`config.mk`:
```
export PLATFORM = sky130hd
export DESIGN_NAME = verificador_senha_flat
export DESIGN_NICKNAME = d
export VERILOG_FILES = /design/src/rtl/verificador_senha_pkg.sv /design/src/rtl/verificador_senha_if.sv /design/src/rtl/verificador_senha.sv /design/src/flat_wrapper.sv
export SDC_FILE = /design/constraint.sdc
export NUM_CORES = 1
export LEC_CHECK = 0
export ABC_AREA = 1
export CORE_MARGIN = 4
export CORE_UTILIZATION = 40
export DETAILED_ROUTE_END_ITERATION = 8
export GPL_ROUTABILITY_DRIVEN = 1
export PLACE_DENSITY = 0.75
export SLEW_MARGIN = 10
export SYNTH_ARGS = -nofsm -noshare
export SYNTH_HDL_FRONTEND = slang
export SYNTH_SLANG_ARGS = --single-unit
```
`constraint.sdc`:
```
create_clock -name clk -period 3.8 [get_ports clk]
set_clock_uncertainty 0.05 [all_clocks]
set_input_delay 0.76 -clock clk [delete_from_list [all_inputs] [get_ports clk]]
set_output_delay 0.76 -clock clk [all_outputs]
set_load 0.03 [all_outputs]
```
`src/rtl/verificador_senha_pkg.sv`:
```
// Shared door-lock definitions: packed keypad entry buffer, special nibble codes
// and the entry-classification helpers used by both the keypad decoder and the verifier.
package verificador_senha_pkg;

    localparam int NUM_DIG = 20;

    typedef struct packed {
        logic [NUM_DIG-1:0][3:0] digits;
    } senhaPac_t;

    localparam logic [3:0] DIG_VAZIO   = 4'hF;
    localparam logic [3:0] DIG_TIMEOUT = 4'hE;
    localparam logic [3:0] DIG_CONFIG  = 4'hB;
    localparam logic [3:0] DIG_ESTRELA = 4'hA;

    // Shortest entry that may ever unlock the door.
    localparam logic [4:0] MIN_DIGITOS = 5'd4;

    function automatic logic todos_iguais(input senhaPac_t s, input logic [3:0] nib);
        logic r;
        r = 1'b1;
        for (int i = 0; i < NUM_DIG; i++) begin
            r = r & (s.digits[i] == nib);
        end
        return r;
    endfunction

    function automatic logic [4:0] num_digitos(input senhaPac_t s);
        logic [4:0] n;
        n = 5'd0;
        for (int i = 0; i < NUM_DIG; i++) begin
            n = n + {4'd0, (s.digits[i] != DIG_VAZIO)};
        end
        return n;
    endfunction

endpackage

```
`src/rtl/verificador_senha_if.sv`:
```
// Verifier bus: keypad entry strobe and stored-password table in, verdict,
// configuration request and lockout status out.
interface verificador_senha_if #(
    parameter int NUM_SENHAS = 4
) ();
    import verificador_senha_pkg::*;

    localparam int IDXW = (NUM_SENHAS > 1) ? $clog2(NUM_SENHAS) : 1;

    logic            enable;
    senhaPac_t       digitos_value;
    logic            digitos_valid;
    senhaPac_t       senhas_cfg [NUM_SENHAS];
    logic            senha_ok;
    logic            senha_erro;
    logic [IDXW-1:0] slot_idx;
    logic            cfg_req;
    logic            bloqueado;
    logic            ocupado;

    modport master (
        output enable, digitos_value, digitos_valid, senhas_cfg,
        input  senha_ok, senha_erro, slot_idx, cfg_req, bloqueado, ocupado
    );

    modport slave (
        input  enable, digitos_value, digitos_valid, senhas_cfg,
        output senha_ok, senha_erro, slot_idx, cfg_req, bloqueado, ocupado
    );

endinterface

```
`src/rtl/verificador_senha.sv`:
```
// Door-lock password verifier: scans the stored slots one per clock, reports the
// verdict and holds a timed lockout after MAX_TENTATIVAS consecutive failures.
module verificador_senha
    import verificador_senha_pkg::*;
#(
    parameter int NUM_SENHAS     = 4,
    parameter int MAX_TENTATIVAS = 3,
    parameter int BLOQ_CICLOS    = 30000
) (
    input  logic               clk,
    input  logic               rst,
    verificador_senha_if.slave bus
);

    localparam int IDXW = (NUM_SENHAS > 1) ? $clog2(NUM_SENHAS) : 1;
    localparam int FALW = $clog2(MAX_TENTATIVAS + 1);
    localparam int BLQW = $clog2(BLOQ_CICLOS + 1);
    localparam logic [IDXW-1:0] ULTIMO  = IDXW'(NUM_SENHAS - 1);
    localparam logic [FALW-1:0] FAL_MAX = FALW'(MAX_TENTATIVAS);
    localparam logic [BLQW-1:0] BLQ_MAX = BLQW'(BLOQ_CICLOS);

    typedef enum logic [1:0] {IDLE, COMPARE, RESULT, BLOQUEADO} estado_t;

    estado_t         estado_q;
    senhaPac_t       entrada_q;
    logic            curta_q;
    logic [IDXW-1:0] idx_q;
    logic            achou_q;
    logic [IDXW-1:0] achado_q;
    logic [FALW-1:0] falhas_q;
    logic [BLQW-1:0] bloq_cnt_q;
    logic            senha_ok_q;
    logic            senha_erro_q;
    logic [IDXW-1:0] slot_idx_q;
    logic            cfg_req_q;
    logic            bloqueado_q;
    logic            ocupado_q;

    logic            slot_hit_s;
    logic            acerto_s;
    logic [IDXW-1:0] idx_final_s;
    logic [FALW-1:0] falhas_inc_s;

    // Match of the slot under the index counter, plus the verdict as seen on the last slot.
    always_comb begin
        slot_hit_s   = !curta_q
                     && !todos_iguais(bus.senhas_cfg[idx_q], DIG_VAZIO)
                     && (bus.senhas_cfg[idx_q] == entrada_q);
        acerto_s     = achou_q | slot_hit_s;
        idx_final_s  = achou_q ? achado_q : idx_q;
        falhas_inc_s = (falhas_q >= FAL_MAX) ? FAL_MAX : (falhas_q + FALW'(1));
    end

    // Verifier FSM; every output is a register so pulses land exactly in the RESULT cycle.
    always_ff @(posedge clk or posedge rst) begin
        if (rst) begin
            estado_q     <= IDLE;
            entrada_q    <= '0;
            curta_q      <= 1'b0;
            idx_q        <= '0;
            achou_q      <= 1'b0;
            achado_q     <= '0;
            falhas_q     <= '0;
            bloq_cnt_q   <= '0;
            senha_ok_q   <= 1'b0;
            senha_erro_q <= 1'b0;
            slot_idx_q   <= '0;
            cfg_req_q    <= 1'b0;
            bloqueado_q  <= 1'b0;
            ocupado_q    <= 1'b0;
        end else begin
            senha_ok_q   <= 1'b0;
            senha_erro_q <= 1'b0;
            slot_idx_q   <= '0;
            cfg_req_q    <= 1'b0;
            case (estado_q)
                IDLE: begin
                    if (bus.enable && bus.digitos_valid) begin
                        if (todos_iguais(bus.digitos_value, DIG_CONFIG)) begin
                            cfg_req_q <= 1'b1;
                        end else if (!todos_iguais(bus.digitos_value, DIG_TIMEOUT)
                                  && !todos_iguais(bus.digitos_value, DIG_VAZIO)) begin
                            entrada_q <= bus.digitos_value;
                            curta_q   <= (num_digitos(bus.digitos_value) < MIN_DIGITOS);
                            idx_q     <= '0;
                            achou_q   <= 1'b0;
                            achado_q  <= '0;
                            ocupado_q <= 1'b1;
                            estado_q  <= COMPARE;
                        end
                    end
                end
                COMPARE: begin
                    if (!bus.enable) begin
                        ocupado_q <= 1'b0;
                        estado_q  <= IDLE;
                    end else if (idx_q == ULTIMO) begin
                        estado_q <= RESULT;
                        if (acerto_s) begin
                            senha_ok_q <= 1'b1;
                            slot_idx_q <= idx_final_s;
                            falhas_q   <= '0;
                        end else begin
                            senha_erro_q <= 1'b1;
                            falhas_q     <= falhas_inc_s;
                            if (falhas_inc_s == FAL_MAX) begin
                                bloqueado_q <= 1'b1;
                                bloq_cnt_q  <= BLQW'(1);
                            end
                        end
                    end else begin
                        idx_q <= idx_q + IDXW'(1);
                        if (slot_hit_s && !achou_q) begin
                            achou_q  <= 1'b1;
                            achado_q <= idx_q;
                        end
                    end
                end
                // bloq_cnt_q counts the cycles bloqueado has been high, RESULT included.
                RESULT, BLOQUEADO: begin
                    if (bloqueado_q) begin
                        if (bloq_cnt_q >= BLQ_MAX) begin
                            bloqueado_q <= 1'b0;
                            ocupado_q   <= 1'b0;
                            bloq_cnt_q  <= '0;
                            falhas_q    <= '0;
                            estado_q    <= IDLE;
                        end else begin
                            bloq_cnt_q <= bloq_cnt_q + BLQW'(1);
                            estado_q   <= BLOQUEADO;
                        end
                    end else begin
                        ocupado_q <= 1'b0;
                        estado_q  <= IDLE;
                    end
                end
                default: begin
                    bloqueado_q <= 1'b0;
                    ocupado_q   <= 1'b0;
                    estado_q    <= IDLE;
                end
            endcase
        end
    end

    assign bus.senha_ok   = senha_ok_q;
    assign bus.senha_erro = senha_erro_q;
    assign bus.slot_idx   = slot_idx_q;
    assign bus.cfg_req    = cfg_req_q;
    assign bus.bloqueado  = bloqueado_q;
    assign bus.ocupado    = ocupado_q;

endmodule

```
`src/flat_wrapper.sv`:
```
// flat-port wrapper written by rule: the top's interface ports become plain ports
module verificador_senha_flat import verificador_senha_pkg::*;
#(
    parameter int NUM_SENHAS     = 4,
    parameter int MAX_TENTATIVAS = 3,
    parameter int BLOQ_CICLOS    = 30000
)
  (clk, rst, bus_enable, bus_digitos_value, bus_digitos_valid, bus_senhas_cfg, bus_senha_ok, bus_senha_erro, bus_slot_idx, bus_cfg_req, bus_bloqueado, bus_ocupado);
  verificador_senha_if #(.NUM_SENHAS(NUM_SENHAS)) bus_i ();
  input  logic clk;
  input  logic rst;
  input wire logic [$bits(bus_i.enable)-1:0] bus_enable;
  input wire logic [$bits(bus_i.digitos_value)-1:0] bus_digitos_value;
  input wire logic [$bits(bus_i.digitos_valid)-1:0] bus_digitos_valid;
  input wire logic [$bits(bus_i.senhas_cfg)-1:0] bus_senhas_cfg;
  output wire logic [$bits(bus_i.senha_ok)-1:0] bus_senha_ok;
  output wire logic [$bits(bus_i.senha_erro)-1:0] bus_senha_erro;
  output wire logic [$bits(bus_i.slot_idx)-1:0] bus_slot_idx;
  output wire logic [$bits(bus_i.cfg_req)-1:0] bus_cfg_req;
  output wire logic [$bits(bus_i.bloqueado)-1:0] bus_bloqueado;
  output wire logic [$bits(bus_i.ocupado)-1:0] bus_ocupado;
  assign bus_i.enable = bus_enable;
  assign bus_i.digitos_value = bus_digitos_value;
  assign bus_i.digitos_valid = bus_digitos_valid;
  assign bus_i.senhas_cfg = {>>{bus_senhas_cfg}};
  assign bus_senha_ok = bus_i.senha_ok;
  assign bus_senha_erro = bus_i.senha_erro;
  assign bus_slot_idx = bus_i.slot_idx;
  assign bus_cfg_req = bus_i.cfg_req;
  assign bus_bloqueado = bus_i.bloqueado;
  assign bus_ocupado = bus_i.ocupado;
  verificador_senha #(.NUM_SENHAS(NUM_SENHAS), .MAX_TENTATIVAS(MAX_TENTATIVAS), .BLOQ_CICLOS(BLOQ_CICLOS)) u_core (.clk(clk), .rst(rst), .bus(bus_i));
endmodule
```
==> key figures, run 1 <==
Placed design
  – Port buffer count: 410
  – RD Place Congestion: 1.03
  – Detailed placement HPWL: 43400 um

STA
  – Worst-margin pin slew: 0.611 ns
  – Hold Vio Cnt, Final: 0
  – Worst hold slack: 0.438 ns
  – Fmax: 0.240 GHz
  – Period minus WS final: 4.16 ns
  – Relative slew slack: 58.9%
  – RSZ-0062 raised after global routing: yes
  – Setup violators final: 1
  – Fin crit share: 110%
  – Post-layout worst setup margin: -0.361 ns
  – Final Max Slew Viols: 0

Cells and area
  – Final net count: 2755
  – Commonest non-fill, non-tap cells in the layout: 884 x nand2_1, 370 x clkdlybuf4s50_1, 248 x nand3_1, 176 x inv_1
  – Synth-to-Final Area Change: 55.1%
  – Final Util: 63.0%
  – Layout cells sized above 1: 8.88%
  – Commonest non-fill, non-tap cell in the layout: nand2_1

Floorplan
  – Initial Util: 40.6%
  – Core box area: 0.0260 sq mm
  – Row count: 59
  – Die span in x: 170 um
  – Die area: 0.0290 sq mm
  – # IOs: 411
  – Die Ht: 170 um

Drt
  – TritonRoute pass-1 iters: 5
  – Post-route DRC: 0
  – WL per Instance: 20.0 um
  – DR vias: 14071
  – Final WL: 53500 um
  – First-iteration detailed-routing DRC count: 1519
  – Antenna viol nets, final: 0
  – Vias per Instance: 5.27

Pwr
  – Peak supply drop: 288 uV
  – Power per cell area: 515 mW/mm^2
  – Pleak: 8.21 nW

Setup path
  – Crit-path cells: buf_8 > nand2_4 > nor2_4 > inv_2 > ha_4 > fa_1 > fa_1 > fa_1 > fa_1 > fa_1 > ha_1 > o21a_1 > o21ai_1 > nand3_1 > o21ai_1
  – Worst reg-to-reg path cell count: 19
  – CP Buf/Inv Count: 2
  – Critical path depth: 15
  – Worst R2R End: u_core.bloq_cnt_q[11]
  – Largest stage delay on the critical path: 0.55 ns
  – Critical path launch point type: input pin
  – Worst path top cell family by delay: adder cells
  – Reg2reg setup slack: 0.41 ns
  – Worst Setup EP: u_core.curta_q
  – CP most frequent cell: fa_1
  – Critical path class: in2reg
  – Critical Path RT: 4.03 ns
  – CP Data Arrival Time: 4.39 ns
  – Crit end category: flip-flop
  – Worst Path Max Fanout: 2
  – Worst flop-to-flop path startpoint: u_core.idx_q[0]
  – CP max-delay cell: fa_1
  – Crit path from: bus_digitos_value[2]

Logic synthesis
  – Mapped cell area: 0.0106 sq mm
  – Yosys reg bits: 112
  – Post-synthesis instance total: 1869
  – Syn_nets: 2297
  – Sequential fraction of the synthesis area: 26.6%
  – Syn_area_per_cell: 5.65 sq um
  – Netlist cell types: 35
  – Synth Warn #: 0

Outcome
  – Failing checks: negative setup slack
  – Outcome: complete, but fails checks

GRT
  – Antenna violations before repair: 2
  – Pin count of the biggest net entering global routing: 89
  – Remaining global-route overflow: 0
  – Vias in the first global route: 12932
  – Overall Global Routing Usage: 34.2%
  – First-pass GRT wire length: 76000 um

Clock tree
  – Max clock buf depth: 2
  – Clock transition at path regs: 0.07 ns
  – Worst-Skew Late Latency: 0.36 ns
  – TritonCTS clock tree: done
  – CTS Buf Count: 9
  – Htree depth: 3
  – Root buf cell: clkbuf_16
  – CTS Sinks: 112

Job
  – Max Cap Viol: 0

Min path
  – Worst Hold Class: reg2reg
kinds of logic after synthesis:
logic type	share of synthesized area, %
AOI/OAI and AO/OA	3.71
DFF	26.6
xor gates and xnor gates	0.332
and+or+nand+nor	55.2
buffers and inverters	10.6
adders and majority gates	3.63
worst min-delay path, delay by kind of cell, from the launching register on:
family,cells,cell delay [ns]
DFF,1,0.35
and+or+nand+nor,2,0.11
routing by layer:
layer	vias to the layer above	routed length [um]	track usage, %
met5	-	0	0
met4	0	1990	11.6
met3	100	5000	5.30
met2	741	24800	56.8
met1	6417	21700	45.5
li1	6813	-	-
repair_timing:
item	CTS	global route
endpoints found under the hold margin	0	0
setup buffers	21	7
pin swaps	29	12
gates cloned	0	9
endpoints found under the setup margin	1	87
gates resized for setup	109	55
hold buffers	0	0
cells in the mapped netlist (all sizes together):
master / count / area (sq um)
ha: 13 / 163
inv: 182 / 683
o21ai: 58 / 290
buf: 49 / 308
nor4: 18 / 113
fa: 11 / 220
clkbuf: 32 / 120
clkinv: 1 / 3.75
dfrtp: 112 / 2800
nor3: 16 / 80.1
a21oi: 13 / 65.1
a211oi: 1 / 7.51
and3: 1 / 6.26
and2: 1 / 6.26
nor3b: 2 / 15.0
or2: 1 / 6.26
xnor2: 3 / 26.3
nand3b: 26 / 195
nand4: 42 / 263
nor2: 120 / 450
o211ai: 1 / 7.51
o31ai: 1 / 7.51
xor2: 1 / 8.76
nand3: 251 / 1260
o21a: 1 / 7.51
a31oi: 1 / 6.26
nand2: 911 / 3430
worst min path at each step:
stage / startpoint / to / slack (ns) / depth (start not counted)
6_report: u_core.bloq_cnt_q[11] / u_core.bloq_cnt_q[11] / 0.44 / 2
5_1_grt: u_core.entrada_q[77] / u_core.entrada_q[77] / 0.48 / 2
4_1_cts: u_core.bloq_cnt_q[11] / u_core.bloq_cnt_q[11] / 0.44 / 2
3_5_place_dp: u_core.bloq_cnt_q[11] / u_core.bloq_cnt_q[11] / 0.43 / 2
3_3_place_gp: u_core.bloq_cnt_q[11] / u_core.bloq_cnt_q[11] / 0.41 / 2
2_1_floorplan: u_core.bloq_cnt_q[11] / u_core.bloq_cnt_q[11] / 0.39 / 2
per-stage QoR:
stage                     TNS, ns  cells  instance area, sq um  setup slack [ns]  power (mW)
final                      -0.361   2669                 16400            -0.361        8.42
after global routing       -0.492   2669                 16400            -0.460        9.02
after CTS                  -0.372   2652                 16000            -0.366        8.12
after detailed placement    -1.31   2615                 15500             -1.31        7.15
after global placement      -1.27   2615                 15500             -1.27        7.06
after floorplan            -0.511   1869                 10600            -0.511        5.13
cell type report:
class	instances	area, sq um
well taps	335	419
fillers	2492	9620
flip-flops and latches	112	2810
diodes	2	5.00
inverters	183	692
clock buffers	11	243
repair buffers	527	5270
clock inverters	5	50.0
multi-input cells	1494	6870
state kept, by name, summed over array words and instances, names as in the netlist:
signal and cells:
u_core.bloq_cnt_q 15, u_core.achado_q 2, u_core.bus.senha_erro 1, u_core.bus.ocupado 1
u_core.idx_q 2, u_core.bus.cfg_req 1, u_core.bus.senha_ok 1, u_core.bus.slot_idx 2
u_core.curta_q 1, u_core.bus.bloqueado 1, u_core.achou_q 1, u_core.estado_q 2
u_core.falhas_q 2, u_core.entrada_q 80
report_power, final:
group | internal [mW] | switching, mW
registers | 1.64 | 0.666
logic | 1.96 | 3.21
clock network | 0.477 | 0.468
No activity file was read; power rests on OpenSTA's default activity.
==> inputs of run 2 (changes only) <==
--- a/config.mk
+++ b/config.mk
@@ -10,7 +10,8 @@
 export CORE_UTILIZATION = 40
 export DETAILED_ROUTE_END_ITERATION = 8
 export GPL_ROUTABILITY_DRIVEN = 1
-export PLACE_DENSITY = 0.75
+export PLACE_DENSITY = 0.77
+export SKIP_CTS_REPAIR_TIMING = 1
 export SLEW_MARGIN = 10
 export SYNTH_ARGS = -nofsm -noshare
 export SYNTH_HDL_FRONTEND = slang
==> key figures, run 2 (synthesis results as in run 1) <==
GRT
  – Pin count of the biggest net entering global routing: 105 (was 89)
  – First-pass GRT wire length: 75200 um (was 76000 um)
  – Vias in the first global route: 13189 (was 12932)
  – Overall Global Routing Usage: 33.7% (was 34.2%)
  – Remaining global-route overflow: 0 (unchanged)
  – Antenna violations before repair: 1 (was 2)

Setup path
  – CP most frequent cell: fa_1 (unchanged)
  – Largest stage delay on the critical path: 0.55 ns (about the same)
  – Reg2reg setup slack: 0.39 ns (was 0.41 ns)
  – Critical Path RT: 4.03 ns (about the same)
  – CP Buf/Inv Count: 2 (unchanged)
  – Worst Path Max Fanout: 2 (unchanged)
  – Critical path class: in2reg (unchanged)
  – CP Data Arrival Time: 4.38 ns (was 4.39 ns)
  – Crit-path cells: buf_4 > nand2_8 > nor2_4 > inv_2 > ha_4 > fa_1 > fa_1 > fa_1 > fa_1 > fa_1 > ha_1 > o21a_1 > o21ai_1 > nand3_1 > o21ai_1 (was buf_8 > nand2_4 > nor2_4 > inv_2 > ha_4 > fa_1 > fa_1 > fa_1 > fa_1 > fa_1 > ha_1 > o21a_1 > o21ai_1 > nand3_1 > o21ai_1)
  – Critical path launch point type: input pin (unchanged)
  – Crit end category: flip-flop (unchanged)
  – CP max-delay cell: fa_1 (unchanged)
  – Worst path top cell family by delay: adder cells (unchanged)

Drt
  – Antenna viol nets, final: 0 (unchanged)
  – TritonRoute pass-1 iters: 6 (was 5)
  – Vias per Instance: 5.25 (was 5.27)
  – First-iteration detailed-routing DRC count: 1254 (was 1519)
  – DR vias: 13814 (was 14071)
  – Final WL: 51000 um (was 53500 um)
  – WL per Instance: 19.4 um (was 20.0 um)
  – Post-route DRC: 0 (unchanged)

STA
  – Worst-margin pin slew: 0.665 ns (was 0.611 ns)
  – Worst hold slack: 0.430 ns (was 0.438 ns)
  – Fin crit share: 109% (was 110%)
  – Setup violators final: 1 (unchanged)
  – Post-route setup TNS: -0.345 ns (was -0.361 ns)
  – Period minus WS final: 4.15 ns (was 4.16 ns)
  – Hold Vio Cnt, Final: 0 (unchanged)
  – Relative slew slack: 55.7% (was 58.9%)
  – Post-layout worst setup margin: -0.345 ns (was -0.361 ns)
  – Final Max Slew Viols: 0 (unchanged)
  – Fmax: 0.241 GHz (was 0.240 GHz)
  – RSZ-0062 raised after global routing: yes (unchanged)

Cells and area
  – Multi-input logic area: 0.00678 sq mm (was 0.00687 sq mm)
  – Commonest non-fill, non-tap cell in the layout: nand2_1 (unchanged)
  – Synth-to-Final Area Change: 51.0% (was 55.1%)
  – Final Util: 61.3% (was 63.0%)
  – Biggest regs: u_core.entrada_q x80, u_core.bloq_cnt_q x15 (unchanged)
  – Final net count: 2717 (was 2755)
  – Antenna Cells: 0 (was 2)
  – Commonest non-fill, non-tap cells in the layout: 891 x nand2_1, 370 x clkdlybuf4s50_1, 250 x nand3_1, 176 x inv_1, 112 x nor2_1 (was 884 x nand2_1, 370 x clkdlybuf4s50_1, 248 x nand3_1, 176 x inv_1)
  – Max reg flops: 80 (unchanged)
  – Final Non-Filler Cells: 2629 (was 2669)
  – Layout cells sized above 1: 6.28% (was 8.88%)
  – Fill count: 2496 (was 2492)
  – Most flop-heavy register: u_core.entrada_q (unchanged)
  – Seq. cell area: 0.00281 sq mm (unchanged)

Floorplan
  – # IOs: 411 (unchanged)
  – Die Ht: 170 um (unchanged)
  – Die span in x: 170 um (unchanged)
  – Initial Util: 40.6% (unchanged)
  – Core box area: 0.0260 sq mm (unchanged)
  – Row count: 59 (unchanged)
  – Die area: 0.0290 sq mm (unchanged)

Placed design
  – RD Place Congestion: 0.966 (was 1.03)
  – Placed cells: 2611 (was 2615)
  – Detailed placement HPWL: 42600 um (was 43400 um)
  – Port buffer count: 410 (unchanged)
  – Pre-CTS WS: -1.30 ns (was -1.31 ns)

Pwr
  – Pleak: 8.16 nW (was 8.21 nW)
  – Power per cell area: 516 mW/mm^2 (was 515 mW/mm^2)
  – Peak supply drop: 327 uV (was 288 uV)

Clock tree
  – Worst-Skew Late Latency: 0.36 ns (about the same)
  – Clock transition at path regs: 0.09 ns (was 0.07 ns)
  – CTS Buf Count: 9 (unchanged)
  – CTS Sinks: 112 (unchanged)
  – TritonCTS clock tree: done (unchanged)
  – Root buf cell: clkbuf_16 (unchanged)
  – Max clock buf depth: 2 (unchanged)
  – Htree depth: 3 (unchanged)

Outcome
  – Failing checks: negative setup slack (unchanged)
  – Outcome: complete, but fails checks (unchanged)

Min path
  – Worst Hold Class: reg2reg (unchanged)

Job
  – Max Cap Viol: 0 (unchanged)
-- run 2: final timing paths --
path,cells after the start,end,startpoint
max,15,u_core.curta_q,bus_digitos_value[4]
min,2,u_core.bloq_cnt_q[11],u_core.bloq_cnt_q[11]
max reg2reg,18,u_core.bloq_cnt_q[9],u_core.idx_q[0]
min reg2reg,2,u_core.bloq_cnt_q[11],u_core.bloq_cnt_q[11]
max in group asynchronous,3,u_core.entrada_q[37],rst
min in group asynchronous,2,u_core.bloq_cnt_q[12],rst
-- run 2: layer usage --
metal  global-route usage [%]  part of all wire [%]
met3                     6.39                   9.7
met5                        0                     0
met1                     44.8                    41
met4                     12.6                   4.0
met2                     54.6                    45
-- run 2: metrics by stage --
| step | power [mW] | instance area [sq um] |
|---|---|---|
| floorplan | 5.13 | 10600 |
| global placement | 6.99 | 15400 |
| detailed placement | 7.08 | 15400 |
| CTS | 8.14 | 15800 |
| global route | 8.89 | 15900 |
| finish | 8.21 | 15900 |
-- run 2: cell type report --
| cell class | instances | share of cell area [%] |
|---|---|---|
| Tap cell | 335 | 2.63 |
| Timing Repair Buffer | 490 | 30.7 |
| Multi-Input combinational cell | 1493 | 42.6 |
| Clock inverter | 7 | 0.675 |
| Clock buffer | 9 | 1.41 |
| Inverter | 183 | 4.34 |
| Sequential cell | 112 | 17.6 |
-- run 2: worst min-delay path, cell delays in order (launching register included) --
cell	delay, ns
dfrtp_1	0.35
nand2_1	0.05
nand2_1	0.05
-- run 2: power by group --
part	leakage [nW]	switching, mW	internal [mW]
sequential	1.43	0.599	1.64
combinational	6.57	3.13	1.81
clock	0.161	0.503	0.541
total	8.16	4.23	3.99
==> inputs of run 3 (changes only) <==
--- a/config.mk
+++ b/config.mk
@@ -10,7 +10,7 @@
 export CORE_UTILIZATION = 40
 export DETAILED_ROUTE_END_ITERATION = 8
 export GPL_ROUTABILITY_DRIVEN = 1
-export PLACE_DENSITY = 0.77
+export PLACE_DENSITY = 0.74
 export SKIP_CTS_REPAIR_TIMING = 1
 export SLEW_MARGIN = 10
 export SYNTH_ARGS = -nofsm -noshare
==> constraint.sdc (replaced) <==
create_clock -name clk -period 5.3 [get_ports clk]
set_clock_uncertainty 0.05 [all_clocks]
set_input_delay 1.06 -clock clk [delete_from_list [all_inputs] [get_ports clk]]
set_output_delay 1.06 -clock clk [all_outputs]
set_load 0.03 [all_outputs]
==> key figures, run 3 (synthesis results as in run 1) <==
STA
  – Worst-margin pin slew: 1.02 ns (was 0.665 ns)
  – Fmax: 0.198 GHz
  – Period minus WS final: 5.06 ns
  – Post-layout worst setup margin: 0.237 ns (was -0.345 ns)
  – Hold Vio Cnt, Final: 0 (unchanged)
  – Setup violators final: 0 (was 1)
  – Fin crit share: 95.5%
  – RSZ-0062 raised after global routing: no (was yes)
  – Final Max Slew Viols: 0 (unchanged)
  – Relative slew slack: 32.3% (was 55.7%)
  – Worst hold slack: 0.434 ns (was 0.430 ns)

Pwr
  – Clock Power Share: 12.3% (was 12.7%)
  – Switching share of power: 52.0% (was 51.5%)
  – Int Power: 2.75 mW (was 3.99 mW)
  – Power per cell area: 375 mW/mm^2 (was 516 mW/mm^2)
  – Peak supply drop: 211 uV (was 327 uV)
  – Pleak: 7.57 nW (was 8.16 nW)
  – Comb power frac: 59.5% (was 60.0%)
  – Sequential share of power: 28.3% (was 27.3%)
  – Net switching power: 2.98 mW (was 4.23 mW)

Setup path
  – Worst Path Max Fanout: 2 (unchanged)
  – Reg2reg setup slack: 1.46 ns (was 0.39 ns)
  – Critical path class: in2reg (unchanged)
  – Crit-path cells: clkdlybuf4s50_1 > nand2_1 > nor2_2 > inv_1 > ha_1 > fa_1 > fa_1 > fa_1 > fa_1 > fa_1 > ha_1 > o21a_1 > o21ai_0 > nand3_1 > o21ai_1 (was buf_4 > nand2_8 > nor2_4 > inv_2 > ha_4 > fa_1 > fa_1 > fa_1 > fa_1 > fa_1 > ha_1 > o21a_1 > o21ai_1 > nand3_1 > o21ai_1)
  – Largest stage delay on the critical path: 0.55 ns (about the same)
  – CP most frequent cell: fa_1 (unchanged)
  – Worst flop-to-flop path startpoint: u_core.idx_q[0] (unchanged)
  – Worst path top cell family by delay: adder cells (unchanged)
  – CP Data Arrival Time: 5.30 ns (was 4.38 ns)
  – CP Buf/Inv Count: 2 (unchanged)
  – CP max-delay cell: fa_1 (unchanged)
  – Critical path launch point type: input pin (unchanged)
  – Worst R2R End: u_core.bloq_cnt_q[2] (was u_core.bloq_cnt_q[9])
  – Crit end category: flip-flop (unchanged)
  – Worst reg-to-reg path cell count: 19 (was 18)
  – Critical Path RT: 5.54 ns (was 4.03 ns)

Min path
  – Worst Hold Class: reg2reg (unchanged)
  – Min-delay src: u_core.bloq_cnt_q[11] (unchanged)
  – Hold endpoint: u_core.bloq_cnt_q[11] (unchanged)
  – Hold depth: 2 (unchanged)

Floorplan
  – Core box area: 0.0260 sq mm (unchanged)
  – # IOs: 411 (unchanged)
  – Die area: 0.0290 sq mm (unchanged)
  – Die span in x: 170 um (unchanged)
  – Initial Util: 40.6% (unchanged)
  – Row count: 59 (unchanged)
  – Die Ht: 170 um (unchanged)

Cells and area
  – Final net count: 2670 (was 2717)
  – Final Util: 58.8% (was 61.3%)
  – Multi-input logic area: 0.00666 sq mm (was 0.00678 sq mm)
  – Biggest regs: u_core.entrada_q x80, u_core.bloq_cnt_q x15 (unchanged)
  – Layout cells sized above 1: 2.76% (was 6.28%)
  – Final Cell Area: 0.0153 sq mm (was 0.0159 sq mm)
  – Commonest non-fill, non-tap cell in the layout: nand2_1 (unchanged)
  – Most flop-heavy register: u_core.entrada_q (unchanged)
  – Fill count: 2598 (was 2496)
  – Synth-to-Final Area Change: 44.9% (was 51.0%)
  – Final Non-Filler Cells: 2583 (was 2629)
  – Max reg flops: 80 (unchanged)
  – Commonest non-fill, non-tap cells in the layout: 908 x nand2_1, 410 x clkdlybuf4s50_1, 250 x nand3_1, 178 x inv_1, 118 x nor2_1 (was 891 x nand2_1, 370 x clkdlybuf4s50_1, 250 x nand3_1, 176 x inv_1, 112 x nor2_1)
  – Seq. cell area: 0.00281 sq mm (unchanged)

GRT
  – Remaining global-route overflow: 0 (unchanged)
  – Overall Global Routing Usage: 34.0% (was 33.7%)
  – Antenna violations before repair: 4 (was 1)
  – Vias in the first global route: 12728 (was 13189)
  – Pin count of the biggest net entering global routing: 87 (was 105)
  – First-pass GRT wire length: 75600 um (was 75200 um)

Placed design
  – Pre-CTS WS: -0.242 ns (was -1.30 ns)
  – Port buffer count: 410 (unchanged)
  – Cell Area, Placed: 0.0150 sq mm (was 0.0154 sq mm)
  – Placed cells: 2566 (was 2611)
  – RD Place Congestion: 1.02 (was 0.966)
  – Detailed placement HPWL: 43200 um (was 42600 um)

Clock tree
  – Worst-Skew Late Latency: 0.36 ns (about the same)
  – CTS Sinks: 112 (unchanged)
  – TritonCTS clock tree: done (unchanged)
  – Clock transition at path regs: 0.10 ns (was 0.09 ns)
  – Max clock buf depth: 2 (unchanged)
  – CTS Buf Count: 9 (unchanged)
  – Htree depth: 3 (unchanged)
  – Root buf cell: clkbuf_16 (unchanged)

Drt
  – DR vias: 13569 (was 13814)
  – Vias per Instance: 5.25 (about the same)
  – Antenna viol nets, final: 0 (unchanged)
  – Post-route DRC: 0 (unchanged)
  – Final WL: 51400 um (was 51000 um)
  – WL per Instance: 19.9 um (was 19.4 um)
  – TritonRoute pass-1 iters: 7 (was 6)
  – First-iteration detailed-routing DRC count: 1269 (was 1254)

Outcome
  – Outcome: finished, final reports clean (was complete, but fails checks)

Job
  – Max Cap Viol: 0 (unchanged)
## run 3: per-layer routing
metal  up-vias  GRT usage (%)  wire length [um]
met5         -              0                39
met4         6           11.3              1770
met3        86           6.16              4440
met2       639           55.0             23400
met1      6195           46.0             21800
li1       6643              -                 -
## run 3: worst max-delay path by stage
stage	start	endpoint	cells past startpoint
finish	bus_digitos_value[2]	u_core.curta_q	15
global route	bus_digitos_value[2]	u_core.curta_q	15
CTS	bus_digitos_value[7]	u_core.curta_q	15
detailed placement	bus_digitos_value[7]	u_core.curta_q	15
global placement	bus_digitos_value[7]	u_core.curta_q	15
floorplan	bus_digitos_value[0]	u_core.curta_q	14
## run 3: area by class of cell
type / count / area share, %
clock buffer: 9 / 1.47
sequential: 112 / 18.4
clock inverter: 7 / 0.516
tap: 335 / 2.74
inverter: 183 / 4.53
timing repair buffer: 443 / 28.8
multi-input combinational: 1493 / 43.6
antenna: 1 / 0.0164
## run 3: power groups by stage
stage               logic (mW)  registers (mW)  clock network, mW
floorplan                 2.29            1.38                  0
global placement          3.31            1.60                  0
detailed placement        3.36            1.61                  0
CTS                       3.37            1.60              0.708
global route              3.80            1.65              0.748
finish                    3.41            1.62              0.704
## run 3: worst register-to-register path: cells and delay by family (launching register included)
family                 cells  cell delay, ns
and+or+nand+nor           16            2.04
buffers and inverters      3            0.99
DFF                        1            0.67
## run 3: per-stage QoR
step | power, mW | TNS, ns
CTS | 5.68 | 0
global placement | 4.91 | -0.188
global route | 6.21 | 0
detailed placement | 4.97 | -0.242
floorplan | 3.67 | 0
finish | 5.74 | 0
